<file path="config.mk">
export PLATFORM = sky130hd
export DESIGN_NAME = rtc_field_counter
export DESIGN_NICKNAME = d
export VERILOG_FILES = /design/src/rtl/rtc_pkg.sv /design/src/rtl/bin2bcd_reg.sv /design/src/rtl/rtc_field_counter.sv
export SDC_FILE = /design/constraint.sdc
export NUM_CORES = 1
export LEC_CHECK = 0
export ABC_AREA = 1
export BUFFER_PORTS_ARGS = -buffer_cell sky130_fd_sc_hd__buf_4
export CAP_MARGIN = 20
export CORE_UTILIZATION = 30
export DETAILED_ROUTE_END_ITERATION = 8
export HOLD_SLACK_MARGIN = 0.12
export SLEW_MARGIN = 15
export SYNTH_ARGS = -nofsm -noshare
export SYNTH_HDL_FRONTEND = slang
export SYNTH_SLANG_ARGS = --single-unit
export TNS_END_PERCENT = 30
</file>
<file path="constraint.sdc">
create_clock -name clkA -period 3.8 [get_ports clkA]
set_input_delay 0.19 -clock clkA [delete_from_list [all_inputs] [get_ports clkA]]
set_output_delay 0.19 -clock clkA [all_outputs]
set_load 0.05 [all_outputs]
</file>
<file path="src/rtl/rtc_pkg.sv">
// rtl/rtc_pkg.sv - shared RTC field limits and counter operation encoding
package rtc_pkg;
  localparam int BCD_DIGIT_W = 4;

  localparam int SEC_MAX   = 59;
  localparam int MIN_MAX   = 59;
  localparam int HOUR_MAX  = 23;
  localparam int DAY_MIN   = 1;
  localparam int DAY_MAX   = 31;
  localparam int MONTH_MIN = 1;
  localparam int MONTH_MAX = 12;
  localparam int YEAR_MAX  = 99;

  typedef enum logic [2:0] {
    OP_HOLD,
    OP_LOAD,
    OP_BOTH,
    OP_UP,
    OP_DOWN
  } field_op_e;
endpackage

</file>
<file path="src/rtl/bin2bcd_reg.sv">
// rtl/bin2bcd_reg.sv - registered binary-to-BCD converter
module bin2bcd_reg
  import rtc_pkg::*;
#(
  parameter int WIDTH      = 7,
  parameter int BCD_DIGITS = 2,
  parameter int RESET_VAL  = 0
) (
  input  logic                              clkA,
  input  logic                              resetA,
  input  logic [WIDTH-1:0]                  bin,
  output logic [BCD_DIGITS*BCD_DIGIT_W-1:0] bcd
);

  function automatic logic [BCD_DIGITS*BCD_DIGIT_W-1:0] to_bcd(input logic [WIDTH-1:0] value);
    logic [WIDTH-1:0] rest;
    to_bcd = '0;
    rest   = value;
    for (int i = 0; i < BCD_DIGITS; i++) begin
      to_bcd[i*BCD_DIGIT_W +: BCD_DIGIT_W] = BCD_DIGIT_W'(rest % WIDTH'(10));
      rest = rest / WIDTH'(10);
    end
  endfunction

  always_ff @(posedge clkA or posedge resetA) begin
    if (resetA) begin
      bcd <= to_bcd(WIDTH'(RESET_VAL));
    end else begin
      bcd <= to_bcd(bin);
    end
  end

endmodule

</file>
<file path="src/rtl/rtc_field_counter.sv">
// rtl/rtc_field_counter.sv - wrapping RTC field counter with user edit, carry-in, load and dynamic limit
module rtc_field_counter
  import rtc_pkg::*;
#(
  parameter int WIDTH      = 7,
  parameter int MIN_VAL    = 0,
  parameter int MAX_VAL    = 99,
  parameter int BCD_DIGITS = 2
) (
  input  logic                              clkA,
  input  logic                              resetA,
  input  logic                              enA,
  input  logic                              upA,
  input  logic                              downA,
  input  logic                              tickA,
  input  logic                              loadA,
  input  logic [WIDTH-1:0]                  load_valA,
  input  logic [WIDTH-1:0]                  max_dynA,
  output logic [WIDTH-1:0]                  qA,
  output logic [BCD_DIGITS*BCD_DIGIT_W-1:0] q_bcdA,
  output logic                              carryA,
  output logic                              borrowA,
  output logic                              at_maxA
);

  localparam logic [WIDTH-1:0] MIN_W = WIDTH'(MIN_VAL);
  localparam logic [WIDTH-1:0] MAX_W = WIDTH'(MAX_VAL);

  logic             up_q, down_q, primed;
  logic             up_ev, down_ev;
  logic [WIDTH-1:0] emax, q_nxt;
  logic             carry_nxt, borrow_nxt;
  field_op_e        op;

  // Signed compares keep the range test free of constant-folded unsigned checks when MIN_VAL is 0.
  always_comb begin
    emax = MAX_W;
    if (int'(max_dynA) >= MIN_VAL && int'(max_dynA) <= MAX_VAL) emax = max_dynA;
  end

  // primed masks the first cycle after reset so a button held through reset is not taken as a press.
  assign up_ev   = tickA | (enA & primed & upA & ~up_q);
  assign down_ev = enA & primed & downA & ~down_q;

  always_comb begin
    op = OP_HOLD;
    if (loadA)                op = OP_LOAD;
    else if (up_ev && down_ev) op = OP_BOTH;
    else if (up_ev)           op = OP_UP;
    else if (down_ev)         op = OP_DOWN;
  end

  always_comb begin
    q_nxt      = qA;
    carry_nxt  = 1'b0;
    borrow_nxt = 1'b0;
    case (op)
      OP_LOAD: begin
        if (int'(load_valA) < MIN_VAL) q_nxt = MIN_W;
        else if (load_valA > emax)     q_nxt = emax;
        else                           q_nxt = load_valA;
      end
      OP_BOTH: q_nxt = qA;
      OP_UP: begin
        if (qA >= emax) begin
          q_nxt     = MIN_W;
          carry_nxt = 1'b1;
        end else begin
          q_nxt = qA + 1'b1;
        end
      end
      OP_DOWN: begin
        if (qA == MIN_W) begin
          q_nxt      = emax;
          borrow_nxt = 1'b1;
        end else if (qA > emax) begin
          q_nxt = emax;
        end else begin
          q_nxt = qA - 1'b1;
        end
      end
      default: begin
        if (qA > emax) q_nxt = emax;
      end
    endcase
  end

  always_ff @(posedge clkA or posedge resetA) begin
    if (resetA) begin
      qA      <= MIN_W;
      carryA  <= 1'b0;
      borrowA <= 1'b0;
      up_q    <= 1'b0;
      down_q  <= 1'b0;
      primed  <= 1'b0;
    end else begin
      qA      <= q_nxt;
      carryA  <= carry_nxt;
      borrowA <= borrow_nxt;
      up_q    <= upA;
      down_q  <= downA;
      primed  <= 1'b1;
    end
  end

  bin2bcd_reg #(
    .WIDTH     (WIDTH),
    .BCD_DIGITS(BCD_DIGITS),
    .RESET_VAL (MIN_VAL)
  ) u_bcd (
    .clkA  (clkA),
    .resetA(resetA),
    .bin   (q_nxt),
    .bcd   (q_bcdA)
  );

  assign at_maxA = (qA == emax);

endmodule
</file>
After elaboration in Yosys (flattened, before gate mapping). Cells that the tools add are included.

Add/sub/neg operators: 2. Divide/modulo/power cells: 3. Reductions and logical operators: 2. Equality and inequality tests: 5. Muxes and demuxes: 15. Bitwise gates (word level): 8. $lt $le $gt $ge: 4.

Operators by type and width (number): 2-to-1 mux 7 bit (6); one-hot mux 7 bit (4 select lines) (1); > comparator 7 bit (2); remainder unit 7 x 4 -> 7 bit (second input constant) (2); 2-to-1 mux 3 bit (4); adder 7 x 1 -> 7 bit (second input constant) (1); divider 7 x 4 -> 7 bit (second input constant) (1); == test 7 bit (1); >= comparator 7 bit (1); <= comparator 7 bit (second input constant) (1); zero test 7 bit (1); subtractor 7 x 1 -> 7 bit (second input constant) (1); == test 3 x 2 -> 1 bit (second input constant) (2); AND 1 bit (5); 2-to-1 mux 1 bit (4); == test 3 x 1 -> 1 bit (second input constant) (1); == test 3 bit (second input constant) (1); NOT 1 bit (2); logical AND 1 bit (1); bitwise OR 1 bit (1).

Logic and storage cells: 46. Input port bits: 21. Output and inout bits: 18. Register bits: 20.

Logic depth before layout (Yosys ltp). Gate-level depths: netlist of the first run.

Depth in word-level cells: 11. Mapped depth: 37. Gate-level depth less buffers: 37.

By module. Synthesis of the first run repeated with hierarchy kept, for this count alone.

Cell total of the unflattened synthesis: 330. Area total of the unflattened synthesis: 2366.0 µm².

Modules (own cells, without submodules): rtc_field_counter (instances 1, cells each 245, sequential area each 300.3 µm², area each 1635.3 µm²); bin2bcd_reg (instances 1, cells each 85, sequential area each 200.2 µm², area each 730.7 µm²).

Worst setup path before layout of the first run. Ideal clock, no wire load.

Kind: flip-flop to flip-flop. Start: register u_bcd.bcd[0] (netlist name). End: register u_bcd.bcd[7]. Setup slack: -408 ps. Stages on the path, launching flop included: 30. Setup time: 116 ps. Required time: 3684 ps. Arrival: 4092 ps. Period minus slack after synthesis: 4208 ps. Path buffers: 1. Cell sequence: dfrtp_1 > inv_1 > ha_1 > nand3_1 > nor3_2 > inv_2 > nand2_4 > buf_6 > nand3_1 > nand3_1 > nand3_2 > nand2_4 > nand3_4 > nand2_4 > nand2_4 > a21boi_2 > nand2_2 > nand2_2 > nand2_1 > nand2_2 > inv_1 > ha_1 > inv_1 > nand3_1 > nand2_1 > clkinv_2 > nand3_2 > nand2_1 > nand2_1 > nand2_1.

RTL lines: to (signal assigned) (line bin2bcd_reg.sv:27) `bcd <= to_bcd(WIDTH'(RESET_VAL));`; to (signal assigned) (line bin2bcd_reg.sv:29) `bcd <= to_bcd(bin);`; to (decl) (line bin2bcd_reg.sv:12) `output logic [BCD_DIGITS*BCD_DIGIT_W-1:0] bcd`.

Worst setup path after layout of the first run.
Start: register qA[5]. End: register u_bcd.bcd[7].

Longest elaborated chain between the ends: 6. Elaborated cells on any way between the ends: 12. Those cells by class: 2 x add/sub; 2 x div; 2 x order compare; 5 x mux; 1 x reduce/logical.

RTL lines: from (decl) (line rtc_field_counter.sv:19) `output logic [WIDTH-1:0] qA,`; from (signal assigned) (line rtc_field_counter.sv:97) `qA <= q_nxt;`; subtractor 7 x 1 -> 7 bit or > comparator 7 bit (tied branches) (line rtc_field_counter.sv:79, rtc_field_counter.sv:76, rtc_field_counter.sv:83); 2-to-1 mux 7 bit (line rtc_field_counter.sv:76) `end else if (qA > emax) begin`; 2-to-1 mux 7 bit (line rtc_field_counter.sv:73) `if (qA == MIN_W) begin`; one-hot mux 7 bit (4 select lines) (*) (line rtc_field_counter.sv:57) `case (op)`; divider 7 x 4 -> 7 bit (*) (line bin2bcd_reg.sv:21) `rest = rest / WIDTH'(10);`; remainder unit 7 x 4 -> 7 bit (*) (line bin2bcd_reg.sv:20) `to_bcd[i*BCD_DIGIT_W +: BCD_DIGIT_W] = BCD_DIGIT_W'(rest % WIDTH'(10));`.

Mark *: on every way between the ends. The rest lies on a longest branch, timed or not.

==> metrics.md, run 1 <==
| Metric | Value |
|---|---|
| Status | `completed` |
| Antenna cells | `0` |
| Post-layout power | `1.711 mW` |
| Worst reg2reg path depth | `30` |
| Initial Utilization | `0.3165` |
| Total leakage power | `1.611 nW` |
| Layout overhead on the synthesized area | `33.32%` |
| Number of max-slew violations in the final report | `0` |
| Part of the power in registers | `0.175` |
| Total congestion overflow | `0` |
| Final Instance Area | `3109 µm²` |
| Total of endpoints with negative setup slack in the final report | `0` |
| Ratio of final minimum period to clock period | `0.9235` |
| Clock period minus worst slack | `approximately 3.5 ns` |
| Critical path depth in cells | `30` |
| Min-Delay Path Class | `primary input to register` |
| Max Clk Rate | `around 280 MHz` |
| Cell taking the most area after synthesis | `sky130_fd_sc_hd__dfrtp_1` |
| Number of antenna violations at the first check in global routing | `0` |
| Final std cells w/o fill | `497` |
| Worst-margin pin slew | `0.6891 ns` |
| Dpl cells | `~480` |
| First-pass iteration count of the detailed router | `5` |
| DIE AREA | `about 8100 µm²` |
| Hold violation count in the final report | `0` |
| Fraction of final layout cells sized beyond drive strength 1 | `0.3744` |
| Clock sink count | `19` |
| Commonest cells post-synth | `79 x sky130_fd_sc_hd__nand2_1, 44 x sky130_fd_sc_hd__inv_1, 31 x sky130_fd_sc_hd__nor2_1, 24 x sky130_fd_sc_hd__nand3_1, 20 x sky130_fd_sc_hd__ha_1` |
| Cell type of the slowest stage on the worst timing path | `sky130_fd_sc_hd__dfrtp_1` |
| Average wire per cell in the routed design | `~13 µm` |
| Cell area after synthesis | `2332 µm²` |
| Die outline height | `90.17 µm` |
| Clock latency on the worst-skew pair | `0.26 ns` |
| Startpoint type of the worst setup path | `register` |
| Buffers from clock root to sink, at most | `2` |
| Sum of buffers and inverters on the critical path | `6` |
| Number of nets with antenna violations after routing | `0` |
| Relative slew margins | `0.5401` |
| Share of async-settable or async-resettable flops after synthesis | `1.000` |
| Number of DRC violations after detailed-routing iteration 0 | `159` |
| Synth top area share | `0.2039` |
| Clk Tree Root Cell | `sky130_fd_sc_hd__clkbuf_8` |
| Number of buffers inserted during clock tree synthesis | `3` |
| Power share of the combinational group | `0.744` |
| Required time worst endpoint | `3.95 ns` |
| Least setup slack across all paths after layout | `approximately 0.29 ns` |
| Width of the chip | `90.17 µm` |
| Placement-stage cell area | `2854 µm²` |
| Synth Flop Type | `sky130_fd_sc_hd__dfrtp_1` |
| First-pass GRT wire length | `~11 mm` |
| Global router's overall resource usage | `0.1631` |
| Most frequent CP cell | `sky130_fd_sc_hd__nand2_1` |
| Setup CP Type | `register to register` |
| TritonCTS clock tree | `yes` |
| Hold Crit Depth | `3` |
| Net Sw Power | `0.9245 mW` |
| Worst setup slack before clock tree synthesis | `-0.1325 ns` |
| Clock-pin transition on the worst setup and hold timing paths | `0.07 ns` |
| Number of vias per cell | `4.809` |
| HPWL Detailed | `roughly 5.3 mm` |
| Count of flip-flops with a built-in enable after synthesis | `0` |
| Clk network pwr share | `0.081` |
| Internal Dissipation | `approximately 0.79 mW` |
| Reported max-cap violation count | `0` |
| Largest net degree at the start of global routing | `20` |
| Warnings from Yosys | `0` |
| Final RePlAce weighted congestion | `roughly 1.0` |
| Via total after detailed routing | `2390` |
| Maximum cell stage delay along the critical path | `0.42 ns` |
| DRC viols | `0` |
| Kind of capture point of the worst setup path | `register` |
| Switching Fraction | `0.5405` |
| Number of H-tree levels | `1` |
| Leading post-synthesis cells by cell area | `sky130_fd_sc_hd__dfrtp_1 20%, sky130_fd_sc_hd__nand2_1 13%, sky130_fd_sc_hd__ha_1 11%` |
| CP arrival | `between 3 and 4 ns` |
| Number of distinct library cell variants in the gate-level netlist after synthesis | `42` |
| Total nets after synthesis | `374` |
| Number of standard-cell rows in the floorplan | `31` |
| Final #Nets | `440` |
| Area of the placeable core | `7370 µm²` |
| Final wirelength | `6.483 mm` |
| Port Buffers | `38` |
| Cell family with the largest share of critical-path delay | `simple AND/OR/NAND/NOR gates` |
| IO Pins | `39` |
| Top-count cell post-synth | `sky130_fd_sc_hd__nand2_1` |
| Worst-case clock skew | `0.002007 ns` |
| Part of the Yosys area used for sequential elements | `0.2039` |
| Largest driver fanout on the critical path | `11` |
| Syn_area_per_cell | `7.004 µm²` |
| Via count of the first global-routing pass | `2157` |
| Number of register bits inferred by synthesis | `19` |
| Synth Instances | `around 330` |
| Power Dens Cells | `~550 nW/µm²` |
| Highest ir drop seen on vdd | `0.0001525 V` |
-- sequential cells by signal, summed over array words and instances, names as in the netlist --
register   count
borrowA        1
u_bcd.bcd      8
down_q         1
up_q           1
carryA         1
qA             6
primed         1
-- timing repair --
item / in CTS / in global routing
endpoints found under the setup margin: 0 / 6
gates resized for setup: 0 / 28
hold buffers: 3 / 0
endpoints found under the hold margin: 21 / 0
setup buffers: 0 / 6
-- worst reg2reg max path: cells and delay by family (launching register included) --
kind / cells / cell delay, ns
AND/OR/NAND/NOR: 20 / 1.73
adder cells (fa/ha/maj): 2 / 0.50
flip-flops: 1 / 0.42
buffers and inverters: 6 / 0.40
AO/OA/AOI/OAI: 2 / 0.38
-- per-layer routing --
metal  part of all wire  global-route usage
met2               0.45              0.2538
met4              0.020             0.04435
met3              0.069             0.02961
met1               0.46              0.2301
met5                  0                   0
-- layout by cell type (no fill, tap or decap), types with 6 or more instances in the layout --
master / netlist / final
sky130_fd_sc_hd__nand2_1: 79 / 75
sky130_fd_sc_hd__nor2_2: 6 / 9
sky130_fd_sc_hd__o21ai_0: 11 / 11
sky130_fd_sc_hd__nand3_1: 24 / 23
sky130_fd_sc_hd__xor2_1: 6 / 6
sky130_fd_sc_hd__ha_1: 20 / 16
sky130_fd_sc_hd__inv_1: 44 / 40
sky130_fd_sc_hd__inv_2: 8 / 12
sky130_fd_sc_hd__a21oi_1: 12 / 10
sky130_fd_sc_hd__buf_4: 1 / 63
sky130_fd_sc_hd__nand3_2: 6 / 7
sky130_fd_sc_hd__nor2_1: 31 / 26
sky130_fd_sc_hd__nand2_2: 14 / 16
sky130_fd_sc_hd__dfrtp_1: 19 / 16
sky130_fd_sc_hd__nand2_4: 9 / 9
-- logic make-up (layout without fill, tap and decap cells) --
family | count (synthesis) | count (layout) | share of synthesized area
other | 1 | 1 | 0.001608
xor gates and xnor gates | 7 | 7 | 0.02629
DFF | 19 | 19 | 0.2039
buffers and inverters | 60 | 125 | 0.1073
adders and majority gates | 20 | 20 | 0.1073
AOI/OAI and AO/OA | 40 | 40 | 0.1207
and+or+nand+nor | 186 | 186 | 0.4329
-- final timing paths --
path	startpoint	to	slack [ns]
worst min-delay path	load_valA[0]	u_bcd.bcd[0]$_DFF_PP0_	0.30
worst max-delay path	qA[5]$_DFF_PP0_	u_bcd.bcd[7]$_DFF_PP0_	0.29
min in group asynchronous	resetA	u_bcd.bcd[3]$_DFF_PP0_	0.60
max in group asynchronous	resetA	u_bcd.bcd[0]$_DFF_PP0_	2.72
worst min register to register	u_bcd.bcd[0]$_DFF_PP0_	u_bcd.bcd[0]$_DFF_PP0_	0.72
worst max register to register	qA[5]$_DFF_PP0_	u_bcd.bcd[7]$_DFF_PP0_	0.29
-- per-stage QoR --
step	TNS, ns	hold slack, ns	util
finish	0	0.3047	0.4219
global route	-0.06090	0.3323	0.4219
CTS	0	0.2967	0.3975
detailed placement	-0.4950	0.3108	0.3873
global placement	-0.1308	0.3103	0.3873
floorplan	0	0.1409	-
-- power groups by stage --
stage               clock (mW)  sequential (mW)  combinational (mW)
finish                   0.139            0.299                1.27
global route             0.154            0.303                1.39
CTS                      0.145            0.301                1.20
detailed placement           0            0.305                1.19
global placement             0            0.305                1.18
floorplan                    0            0.502               0.664
-- final cells by class --
class / instances / area [µm²]
clock buffers: 4 / 45.04
fillers: 775 / 4260
inverters: 55 / 210.2
multi-input cells: 254 / 1748
flip-flops and latches: 19 / 479.2
well taps: 99 / 123.9
repair buffers: 66 / 503.0
(Power assumes the default switching activity.)
==> run 2, diff against run 1 <==
Settings changed: GPL_TIMING_DRIVEN set to 1, RECOVER_POWER set to 50.
==> run 2 against run 1 <==
Net effect:
- design area shrank 1.7%
- maximum frequency grew 0.31%
- largest power group unchanged
- worst hold slack got worse by 0.0085 ns
- sequential power is essentially flat
- combinational power down 3%
- flip-flop and latch count unchanged
- non-clock buffer count stayed put
==> metrics.md, run 2 (same netlist as run 1, synthesis figures left out) <==
| Metric | Value |
|---|---|
| Leading cell type in the layout, fill and taps excluded | `sky130_fd_sc_hd__nand2_1` |
| FF-to-FF Start | `qA[5]$_DFF_PP0_` |
| Startpoint type of the worst setup path | `primary input` |
| Min-Delay Path Class | `primary input to register` |
| Power Dens Cells | `543.8 nW/µm²` |
| TritonCTS clock tree | `yes` |
| Capture instance of the worst register-to-register path | `u_bcd.bcd[7]$_DFF_PP0_` |
| Width of the chip | `~90 µm` |
| Clk Tree Root Cell | `sky130_fd_sc_hd__clkbuf_8` |
| Setup slack of the worst register-to-register path | `0.30 ns` |
| Clock sink count | `19` |
| Power share of the combinational group | `0.737` |
| Hold violation count in the final report | `0` |
| Most frequent cells in the layout | `75 x sky130_fd_sc_hd__nand2_1, 46 x sky130_fd_sc_hd__buf_4, 40 x sky130_fd_sc_hd__inv_1, 26 x sky130_fd_sc_hd__nor2_1, 23 x sky130_fd_sc_hd__nand3_1` |
| Final #Nets | `440` |
| Number of flip-flops in the largest register | `8` |
| Total congestion overflow | `0` |
| Kind of capture point of the worst setup path | `register` |
| Highest ir drop seen on vdd | `0.0001500 V` |
| Final std cells w/o fill | `497` |
| Clk network pwr share | `0.084` |
| Port Buffers | `38` |
| Global Route met1 Usage | `0.2301` |
| Layout overhead on the synthesized area | `31.06%` |
| Total of endpoints with negative setup slack in the final report | `0` |
| Fraction of final layout cells sized beyond drive strength 1 | `0.3392` |
| Total leakage power | `1.557 nW` |
| Relative slew margins | `0.5432` |
| Dpl cells | `a little under 500` |
| Number of nets with antenna violations after routing | `0` |
| Antenna cells | `0` |
| Cell type of the slowest stage on the worst timing path | `sky130_fd_sc_hd__ha_1` |
| Largest driver fanout on the critical path | `7` |
| Worst-margin pin slew | `0.6844 ns` |
| Largest net degree at the start of global routing | `20` |
| Setup CP Type | `primary input to register` |
| Area of the placeable core | `7370 µm²` |
| Initial Utilization | `0.3165` |
| Final Instance Area | `approximately 3100 µm²` |
| First-pass GRT wire length | `10.63 mm` |
| Status | `completed` |
| Placement-stage cell area | `2854 µm²` |
| Fill count | `782` |
| Most frequent CP cell | `sky130_fd_sc_hd__nand2_1` |
| Average wire per cell in the routed design | `13.01 µm` |
| Switching Fraction | `0.5537` |
| Worst-case clock skew | `roughly 0.0018 ns` |
| DIE AREA | `8131 µm²` |
| Buffers from clock root to sink, at most | `2` |
| Clock period minus worst slack | `3.498 ns` |
| Global router's overall resource usage | `0.1631` |
| Number of DRC violations after detailed-routing iteration 0 | `151` |
| Number of H-tree levels | `1` |
| Registers with the highest flip-flop counts | `u_bcd.bcd (8), qA (6)` |
| HPWL Detailed | `5.305 mm` |
| Clock-pin transition on the worst setup and hold timing paths | `roughly 0.070 ns` |
| Via count of the first global-routing pass | `2157` |
| First-pass iteration count of the detailed router | `5` |
| Global routing usage on met3 | `0.02961` |
| Number of max-slew violations in the final report | `0` |
| Reported max-cap violation count | `0` |
| Required time worst endpoint | `3.95 ns` |
| Setup TNS | `0 ns` |
| Net Sw Power | `between 0.9 and 1 mW` |
| Maximum cell stage delay along the critical path | `0.32 ns` |
| Worst hold-check slack | `between 0.2 and 0.3 ns` |
| End of the worst hold path | `u_bcd.bcd[0]$_DFF_PP0_` |
| Number of antenna violations at the first check in global routing | `0` |
| Number of buffers inserted during clock tree synthesis | `3` |
| Via total after detailed routing | `approximately 2400` |
| HP Start | `load_valA[0]` |
| Final RePlAce weighted congestion | `0.9979` |
| Ratio of final minimum period to clock period | `0.9206` |
| CP arrival | `3.65 ns` |
| Die outline height | `~90 µm` |
| Part of the power in registers | `0.179` |
| Register bank with the most flops | `u_bcd.bcd` |
| GRT Max-Usage Layer | `met2` |
| Internal Dissipation | `around 0.74 mW` |
| Worst reg2reg path depth | `30` |
| Number of vias per cell | `4.773` |
| Met2 Usage GRT | `0.2538` |
| Number of standard-cell rows in the floorplan | `31` |
| Hold Crit Depth | `3` |
| DRC viols | `0` |
| Max Clk Rate | `~290 MHz` |
| Final wirelength | `6.468 mm` |
| IO Pins | `39` |
| Post-layout power | `between 1.5 and 2 mW` |
| Clock latency on the worst-skew pair | `0.26 ns` |
==> run 2: changes by cell type in the layout (fill, tap and decap cells not counted) <==
cell and delta:
sky130_fd_sc_hd__buf_4 -17, sky130_fd_sc_hd__clkbuf_1 +14, sky130_fd_sc_hd__clkbuf_4 +3
==> run 2: stage by stage <==
stage / worst slack [ns] / utilization
after floorplan: 0.01123 / -
after global placement: -0.04549 / 0.3873
after detailed placement: -0.1325 / 0.3873
after CTS: 0.1156 / 0.3975
after global routing: -0.03662 / 0.4148
final: 0.3018 / 0.4148
==> run 2: timing repair <==
item,in CTS,in global routing
endpoints found under the hold margin,21,0
hold buffers,3,0
gates resized for setup,0,28
buffers inserted,0,6
endpoints found under the setup margin,0,6
==> run 2: metal layers <==
metal / routed length, µm / vias up
met5: 0 / -
met4: 118 / 0
met3: 498 / 9
met2: 2928 / 92
met1: 2923 / 1073
li1: - / 1198
==> run 2: worst max path at each step <==
stage	startpoint	to	slack, ns
after global placement	max_dynA[6]	u_bcd.bcd[6]$_DFF_PP0_	-0.05
after global routing	max_dynA[4]	u_bcd.bcd[6]$_DFF_PP0_	-0.04
after CTS	u_bcd.bcd[0]$_DFF_PP0_	u_bcd.bcd[7]$_DFF_PP0_	0.12
final	max_dynA[5]	u_bcd.bcd[7]$_DFF_PP0_	0.30
after detailed placement	max_dynA[4]	u_bcd.bcd[7]$_DFF_PP0_	-0.13
after floorplan	u_bcd.bcd[0]$_DFF_PP0_	u_bcd.bcd[7]$_DFF_PP0_	0.01
==> run 2: final cells by class <==
| class | count | area (µm²) | share of cell area |
|---|---|---|---|
| Inverter | 55 | 210.2 | 0.06877 |
| Timing Repair Buffer | 66 | 450.4 | 0.1474 |
| Sequential cell | 19 | 479.2 | 0.1568 |
| Clock buffer | 4 | 45.04 | 0.01474 |
| Multi-Input combinational cell | 254 | 1748 | 0.5718 |
| Tap cell | 99 | 123.9 | 0.04052 |
==> run 2: power by group through the flow <==
stage / Clock, mW / Combinational [mW] / Sequential [mW]
4_1_cts: 0.145 / 1.20 / 0.301
6_report: 0.139 / 1.23 / 0.297
3_3_place_gp: 0 / 1.18 / 0.305
5_1_grt: 0.154 / 1.35 / 0.302
2_1_floorplan: 0 / 0.664 / 0.502
3_5_place_dp: 0 / 1.19 / 0.305
==> run 2: worst max-delay path: cells and delay by family <==
kind,cells,cell delay [ns]
compound gates,2,0.41
simple gates,22,2.05
fa+ha+maj,2,0.50
buf+inv,6,0.47
